===== config.mk =====
export PLATFORM = sky130hd
export DESIGN_NAME = eth_tx_framer
export DESIGN_NICKNAME = d
export VERILOG_FILES = /design/src/rtl/eth_tx_framer.sv
export SDC_FILE = /design/constraint.sdc
export NUM_CORES = 1
export LEC_CHECK = 0
export BUFFER_PORTS_ARGS = -buffer_cell sky130_fd_sc_hd__buf_2
export CELL_PAD_IN_SITES_DETAIL_PLACEMENT = 0
export CELL_PAD_IN_SITES_GLOBAL_PLACEMENT = 1
export CORE_MARGIN = 4
export CORE_UTILIZATION = 31
export DETAILED_ROUTE_END_ITERATION = 8
export GPL_TIMING_DRIVEN = 0
export PLACE_DENSITY = 0.85
export SETUP_SLACK_MARGIN = 0.1
export SYNTH_ARGS = -nofsm -noshare
export SYNTH_HDL_FRONTEND = slang
export SYNTH_SLANG_ARGS = --single-unit

===== constraint.sdc =====
create_clock -name clk -period 1.82 [get_ports clk]
set_input_delay 0.455 -clock clk [delete_from_list [all_inputs] [get_ports clk]]
set_output_delay 0.455 -clock clk [all_outputs]
set_load 0.01 [all_outputs]

===== src/rtl/eth_tx_framer.sv =====
// eth_tx_framer: byte-wide Ethernet TX framer (preamble, SFD, payload, pad, FCS, IFG).
// Define ETH_TX_PAD_EN to pad short frames with zeros up to MIN_FRAME bytes.
module eth_tx_framer #(
  parameter int IFG_BYTES = 12,
  parameter int MIN_FRAME = 60
) (
  input  logic        clk,
  input  logic        rst,
  input  logic [7:0]  s_data,
  input  logic        s_valid,
  input  logic        s_last,
  output logic        s_ready,
  output logic [7:0]  tx_data,
  output logic        tx_en,
  output logic        underrun,
  output logic        busy,
  output logic        crc_rst,
  output logic        crc_en,
  output logic [7:0]  crc_data,
  input  logic [31:0] crc_in
);

  typedef enum logic [2:0] {
    IDLE,
    PREAMBLE,
    SFD,
    PAYLOAD,
`ifdef ETH_TX_PAD_EN
    PAD,
`endif
    FCS,
    IFG
  } state_t;

  state_t      state_q, state_d;
  logic [7:0]  ph_q, ph_d;
  logic [10:0] len_q, len_d;
  logic [10:0] len_inc;
  logic [7:0]  tx_data_q, tx_data_d;
  logic        tx_en_q, tx_en_d;
  logic        underrun_q, underrun_d;
  logic [7:0]  fcs_b;

  function automatic logic [7:0] bitrev8(input logic [7:0] b);
    logic [7:0] r;
    for (int i = 0; i < 8; i++) r[i] = b[7-i];
    return r;
  endfunction

  assign len_inc = (len_q == '1) ? len_q : len_q + 11'd1;

  // FCS goes out MSB slice of the engine state first, one byte per cycle
  always_comb begin
    fcs_b = crc_in[31:24];
    unique case (ph_q[1:0])
      2'd0: fcs_b = crc_in[31:24];
      2'd1: fcs_b = crc_in[23:16];
      2'd2: fcs_b = crc_in[15:8];
      2'd3: fcs_b = crc_in[7:0];
      default: fcs_b = crc_in[31:24];
    endcase
  end

  always_comb begin
    state_d    = state_q;
    ph_d       = ph_q;
    len_d      = len_q;
    tx_data_d  = 8'h00;
    tx_en_d    = 1'b0;
    underrun_d = 1'b0;
    s_ready    = 1'b0;
    crc_en     = 1'b0;
    crc_data   = 8'h00;
    crc_rst    = rst;
    if (!rst) begin
      unique case (state_q)
        IDLE: begin
          if (s_valid) begin
            state_d = PREAMBLE;
            ph_d    = '0;
          end
        end
        PREAMBLE: begin
          tx_data_d = 8'h55;
          tx_en_d   = 1'b1;
          crc_rst   = (ph_q == 8'd0);
          if (ph_q == 8'd6) begin
            state_d = SFD;
            ph_d    = '0;
          end else begin
            ph_d = ph_q + 8'd1;
          end
        end
        SFD: begin
          tx_data_d = 8'hD5;
          tx_en_d   = 1'b1;
          len_d     = '0;
          state_d   = PAYLOAD;
        end
        PAYLOAD: begin
          s_ready = 1'b1;
          if (s_valid) begin
            tx_data_d = s_data;
            tx_en_d   = 1'b1;
            crc_en    = 1'b1;
            crc_data  = bitrev8(s_data);
            len_d     = len_inc;
            if (s_last) begin
              state_d = FCS;
              ph_d    = '0;
`ifdef ETH_TX_PAD_EN
              if ({1'b0, len_q} + 12'd1 < 12'(MIN_FRAME))
                state_d = PAD;
`endif
            end
          end else begin
            // source starved mid-frame: drop the frame, no FCS
            underrun_d = 1'b1;
            state_d    = IFG;
            ph_d       = '0;
          end
        end
`ifdef ETH_TX_PAD_EN
        PAD: begin
          tx_data_d = 8'h00;
          tx_en_d   = 1'b1;
          crc_en    = 1'b1;
          len_d     = len_inc;
          if ({1'b0, len_q} + 12'd1 >= 12'(MIN_FRAME)) begin
            state_d = FCS;
            ph_d    = '0;
          end
        end
`endif
        FCS: begin
          tx_data_d = ~bitrev8(fcs_b);
          tx_en_d   = 1'b1;
          if (ph_q == 8'd3) begin
            state_d = IFG;
            ph_d    = '0;
          end else begin
            ph_d = ph_q + 8'd1;
          end
        end
        IFG: begin
          if (ph_q == 8'(IFG_BYTES - 1)) begin
            // skip IDLE so back-to-back gap is exactly IFG_BYTES
            state_d = s_valid ? PREAMBLE : IDLE;
            ph_d    = '0;
          end else begin
            ph_d = ph_q + 8'd1;
          end
        end
        default: state_d = IDLE;
      endcase
    end
  end

  always_ff @(posedge clk) begin
    if (rst) begin
      state_q    <= IDLE;
      ph_q       <= '0;
      len_q      <= '0;
      tx_data_q  <= '0;
      tx_en_q    <= 1'b0;
      underrun_q <= 1'b0;
    end else begin
      state_q    <= state_d;
      ph_q       <= ph_d;
      len_q      <= len_d;
      tx_data_q  <= tx_data_d;
      tx_en_q    <= tx_en_d;
      underrun_q <= underrun_d;
    end
  end

  assign tx_data  = tx_data_q;
  assign tx_en    = tx_en_q;
  assign underrun = underrun_q;
  assign busy     = (state_q != IDLE);

endmodule


Yosys cells after proc, flatten, opt, wreduce, memory -nomap -nowiden

Index checks and enable logic that the tools add are counted.

Register bits after elaboration: 21
Input port bits: 44
Output and inout port bits: 22
Word-level logic and storage cells: 63

Add/sub/neg operators: 1
Equality and inequality tests: 16
Multiplexer cells: 30
Bitwise gates (word level): 2
Reduce and logical (&&, ||, !) cells: 9

Operators by type and width:

| cell                  | count |
|---|---|
| $mux W8               | 10 |
| $pmux W8 S4           | 2 |
| $pmux W8 S5           | 1 |
| $mux W3               | 6 |
| $pmux W3 S6           | 1 |
| $mux W1               | 9 |
| $add A8 B1 Y8 const B | 1 |
| $eq A8 B2 Y1 const B  | 1 |
| $eq A8 B3 Y1 const B  | 1 |
| $eq A8 B4 Y1 const B  | 1 |
| $logic_not A8 Y1      | 1 |
| $ne A2 B2 Y1 const B  | 4 |
| $not A8 Y8            | 1 |
| $eq A3 B2 Y1 const B  | 2 |
| $eq A3 B3 Y1 const B  | 2 |
| $reduce_and A5 Y1     | 1 |
| $reduce_bool A5 Y1    | 1 |
| $eq A2 B2 Y1 const B  | 2 |
| $eq A3 B1 Y1 const B  | 1 |
| $logic_not A3 Y1      | 1 |
| $ne A3 B3 Y1 const B  | 1 |
| $reduce_and A3 Y1     | 1 |
| $reduce_bool A3 Y1    | 1 |
| $reduce_or A3 Y1      | 1 |
| other kinds (5)       | 5 |

Longest topological paths before layout

Depth in word-level cells: 4
Depth in mapped cells: 8
Mapped depth without buffers: 6

Least setup slack after synthesis

OpenSTA, ideal clock, no wires.

Path kind: reg2out
Start point: register state_q[1]
End point: output port crc_data[0]
Arrival time: 1,397 ps
Required time: 1,365 ps
Path slack: -32 ps
Stages on the path, launching flop included: 6
Path buffers: 1
Cell sequence: dfxtp_1 clkbuf_8 nand3_1 or2_2 inv_1 and3_1

Cells in the longest elaborated chain, start to end: 3

RTL lines:

| what                   | RTL line | source |
|---|---|---|
| start, declared        | 35       | `state_t state_q, state_d;` |
| start signal, assigned | 168      | `state_q <= state_d;` |
| $eq A3 B2 Y1           | 76       | `unique case (state_q)` |
| $mux W8                | 76       |  |
| $mux W8                | 75       | `if (!rst) begin` |
| end, declared          | 19       | `output logic [7:0] crc_data,` |

No other way between the ends.

Worst setup path after layout

Start point: register state_q[2]
End point: output port crc_data[4]

Same word-level chain as after synthesis.

==> results <==
- The primary flip-flop cell chosen by synthesis mapping is sky130_fd_sc_hd__dfxtp_1.
- Yosys mapped a number of flops with a built-in enable equal to 0.
- The final critical-path share of the clock period is 1.08.
- The number of global-route vias before repair is 1704.
- Across the VDD grid, the largest voltage drop is 0.000304 V.
- Setup repair after global routing could not meet its margin everywhere.
- Measured in cells, the most critical reg-to-reg path has a length of 7.
- For this configuration, the core starts out at a cell density of 0.326.
- The routed layout has 1814 vias.
- In the global route stage, overall resource usage came out at 0.165.
- TritonCTS built the clock tree.
- Walking the worst path, the cells encountered are buf_8, clkinv_4, nand3_2, or2_4, clkinvlp_4, and3_4, buf_6.
- The top-level I/O count is 66.
- The share of total power dissipated in the clock network is 0.258.
- The core region is 4790 µm².
- The met1 layer wirelength in the final routing is 2540 µm.
- Synthesis produced a netlist with a net count of 237.
- Leaving out fill and tap cells, the most frequent cells in the layout are sky130_fd_sc_hd__buf_2 (64), sky130_fd_sc_hd__buf_4 (23), sky130_fd_sc_hd__nor2_1 (15), sky130_fd_sc_hd__dfxtp_1 (15).
- The final reports fail on negative setup slack.
- The data arrival time of the critical path is 1.51 ns.
- The minimum clock period after layout is 1.96 ns.
- The wire length of the first global-routing pass is 8220 µm.
- The instance count on the critical path is 7.
- Summed over all layers, the global routing overflow is 0.
- Counting both buffers and inverters, the worst setup path holds a total of 4.
- Counting along the longest clock path gives a buffer depth of 2.
- Excluding fillers, the count of instances in the completed layout stands at 350.
- CTS built an H-tree with a depth of 1.
- The share of total power dissipated in sequential elements is 0.394.
- The detail route stage leaves a number of antenna-violating nets equal to 0.
- The DRC violations left is 0.
- The later pin in the worst-skew pair is clocked with a latency of 0.26 ns.
- Entering global routing, the biggest net connects 13 pins.
- The tightest min-delay check is of the in2reg type.
- The worst clock skew on the final layout is 0.00844 ns.
- The total iterations of the first detailed-routing run is 4.
- The flow ran to the end, but the final reports show violations.
- After synthesis, the netlist uses 48 different library cells.
- Summed over all nets, the half-perimeter wirelength after detailed placement is 3580 µm.
- The wire length per cell after detailed routing is 16.6 µm.
- The number of maximum-capacitance violations is 0.
- The yosys synthesis warning count is 0.
- After synthesis, the share of flip-flops with an asynchronous set or reset is 0.
- The highest fanout seen on the critical path is 5.
- Measured against its own limit, the worst slew margin works out to 0.589.
- The placed instance count is 319.
- The die height is 78.9 µm.
- The hold violation total from the final report is 0.
- For this run, the register share of the synthesized area comes to 0.269.
- Summed over all nets, wire length on met2 after detailed routing comes to 3000 µm.
- Static timing analysis puts the maximum clock frequency at 510 MHz.
- The worst hold path stage count is 3.
- The average instance area after synthesis is 8.34 µm².
- The clock root buffer master is sky130_fd_sc_hd__clkbuf_8.
- The slew at the pin with the worst max-slew slack is 0.617 ns.
- Among cell families on the critical path, the largest total delay comes from simple AND/OR/NAND/NOR gates.
- The clock sink count is 21.
- The die is 78.9 µm wide.
- At the worst endpoint, the required time is 1.36 ns.
- The placer congestion estimate is 0.804.
- The total count of max-transition violations in the final report was 0.
- The uppermost metal layer occupied by signal nets is met4.
- The number of buffers created by CTS is 3.
- The total standard cell area after synthesis is 1560 µm².
- The completed layout was analyzed and its total power is 1.22 mW.
- The wire length reported by the detailed router is 5810 µm.
- After detailed routing, the number of vias per cell comes to 5.18.
- For this run, the post-layout net count is 334.
- The total power density per cell area is 478 nW/µm².
- The die covers 6230 µm².
- Clock-pin slew was measured on the worst setup and hold paths at 0.09 ns.
- The cell-internal power is 0.846 mW.
- 0 antenna diodes ended up in the layout.
- The worst-case setup margin in the final layout is -0.142 ns.
- The flip-flop and latch count after synthesis is 21.
- In the detailed route, the total length drawn on met3 is 198 µm.
- The slowest cell on the critical path is sky130_fd_sc_hd__dfxtp_4.
- The DRC marker count from the first detailed-route iteration is 125.
- The number of failing setup endpoints in the final timing report is 10.
- The number of core rows is 25.
- The commonest non-fill, non-tap cell in the layout is sky130_fd_sc_hd__buf_2.
- Relative to the synthesized area, the layout overhead comes to 63.4%.
- During placement, the flow inserted port buffers numbering 65.
- The initial antenna violation count came to 0.
- In the final layout, the share of cells above drive strength 1 is 0.544.
- The switching portion of total power is 0.305.
- The worst setup path is captured at a primary output.
- The static power due to leakage is 1.21 nW.
- The critical path startpoint category is a flop.
- Adding up every negative setup slack in the final design gives -1.05 ns.
- The count of hold-fix buffers inserted at cts is 0.
- The largest stage delay on the critical path is 0.36 ns.
- The post-synthesis instance total is 187.
- The setup path with the least slack is of type reg2out.
- The share of total power dissipated in combinational logic is 0.348.
- The power spent charging and discharging nets is 0.372 mW.
[cell usage after synthesis (3+ instances only)]
master                      count  area share
sky130_fd_sc_hd__mux2i_1        8       0.051
sky130_fd_sc_hd__o21ai_0        6       0.019
sky130_fd_sc_hd__buf_2          3      0.0096
sky130_fd_sc_hd__dfxtp_1       21        0.27
sky130_fd_sc_hd__and2_1         3       0.012
sky130_fd_sc_hd__a21oi_1       14       0.045
sky130_fd_sc_hd__and3_1         8       0.032
sky130_fd_sc_hd__nor2_1        17       0.041
sky130_fd_sc_hd__a222oi_1       8       0.051
sky130_fd_sc_hd__nor2b_1        3       0.012
sky130_fd_sc_hd__nand2_1       12       0.029
sky130_fd_sc_hd__a2bb2oi_1      3       0.017
sky130_fd_sc_hd__o22ai_1        4       0.016
sky130_fd_sc_hd__clkbuf_1       4      0.0096
sky130_fd_sc_hd__nor4b_1        3       0.017
sky130_fd_sc_hd__nand3_1        3      0.0096
sky130_fd_sc_hd__inv_1         14       0.034
sky130_fd_sc_hd__ha_1           6       0.048
sky130_fd_sc_hd__o22a_1         4       0.022
sky130_fd_sc_hd__nor3_1         3      0.0096
sky130_fd_sc_hd__buf_6          4       0.029
sky130_fd_sc_hd__o211ai_1       3       0.014
[state kept, by name, summed over array words and instances (netlist names)]
register  count
ph_q          8
state_q       3
tx_data       8
tx_en         1
underrun      1
[final cells by class]
cell class / count / area [µm²]
clock buffer: 3 / 41.3
timing repair inverter: 1 / 7.51
timing repair buffer: 92 / 587
tap: 67 / 83.8
fill: 447 / 2240
inverter: 14 / 62.6
buffer: 15 / 149
clock inverter: 1 / 5.00
sequential: 21 / 438
multi-input combinational: 136 / 1180
[metal layers]
layer  global-route usage  up-vias
met4               0.0498        0
met2                0.268       43
met5                    0        -
li1                     -      892
met3               0.0204        6
met1                0.228      873
[final timing paths]
| check | to | slack, ns | from |
|---|---|---|---|
| min reg2reg | ph_q[4] | 0.52 | ph_q[4] |
| max | crc_data[4] | -0.14 | state_q[2] |
| max reg2reg | state_q[0] | 0.02 | ph_q[1] |
| min | tx_data[5] | 0.44 | s_data[5] |
[power groups by stage]
stage,sequential (mW),combinational (mW),clock [mW]
after detailed placement,0.495,0.277,0
after global routing,0.481,0.452,0.346
final,0.479,0.424,0.315
after CTS,0.479,0.321,0.322
after floorplan,0.495,0.174,0
after global placement,0.495,0.276,0
[kinds of logic (layout without fill, tap and decap cells)]
group / count (synthesis) / count (layout) / share of synthesized area
and+or+nand+nor: 65 / 65 / 0.248
AOI/OAI and AO/OA: 57 / 57 / 0.272
buffers and inverters: 30 / 126 / 0.111
DFF: 21 / 21 / 0.269
muxes: 8 / 8 / 0.0513
adders and majority gates: 6 / 6 / 0.0481
[what timing repair did]
item,4_1_cts,5_1_grt
pin swaps,26,26
buffers inserted,12,13
setup endpoints to repair,30,32
gates resized for setup,38,43
endpoints found under the hold margin,0,0
cloned,2,1
[tightest hold or removal path, stage by stage]
cell	delay [ns]
sky130_fd_sc_hd__buf_2	0.09
sky130_fd_sc_hd__a2bb2oi_1	0.05
sky130_fd_sc_hd__nor2_1	0.07
[per-stage QoR]
step	area [µm²]	hold WS [ns]	util	worst slack, ns
finish	2550	0.438	0.533	-0.142
global route	2550	0.436	0.533	-0.203
CTS	2240	0.433	0.468	-0.136
detailed placement	1970	0.516	0.412	-0.101
global placement	1970	0.510	0.412	-0.0758
floorplan	1560	0.493	-	0.103
No activity file was read; power rests on OpenSTA's default activity.
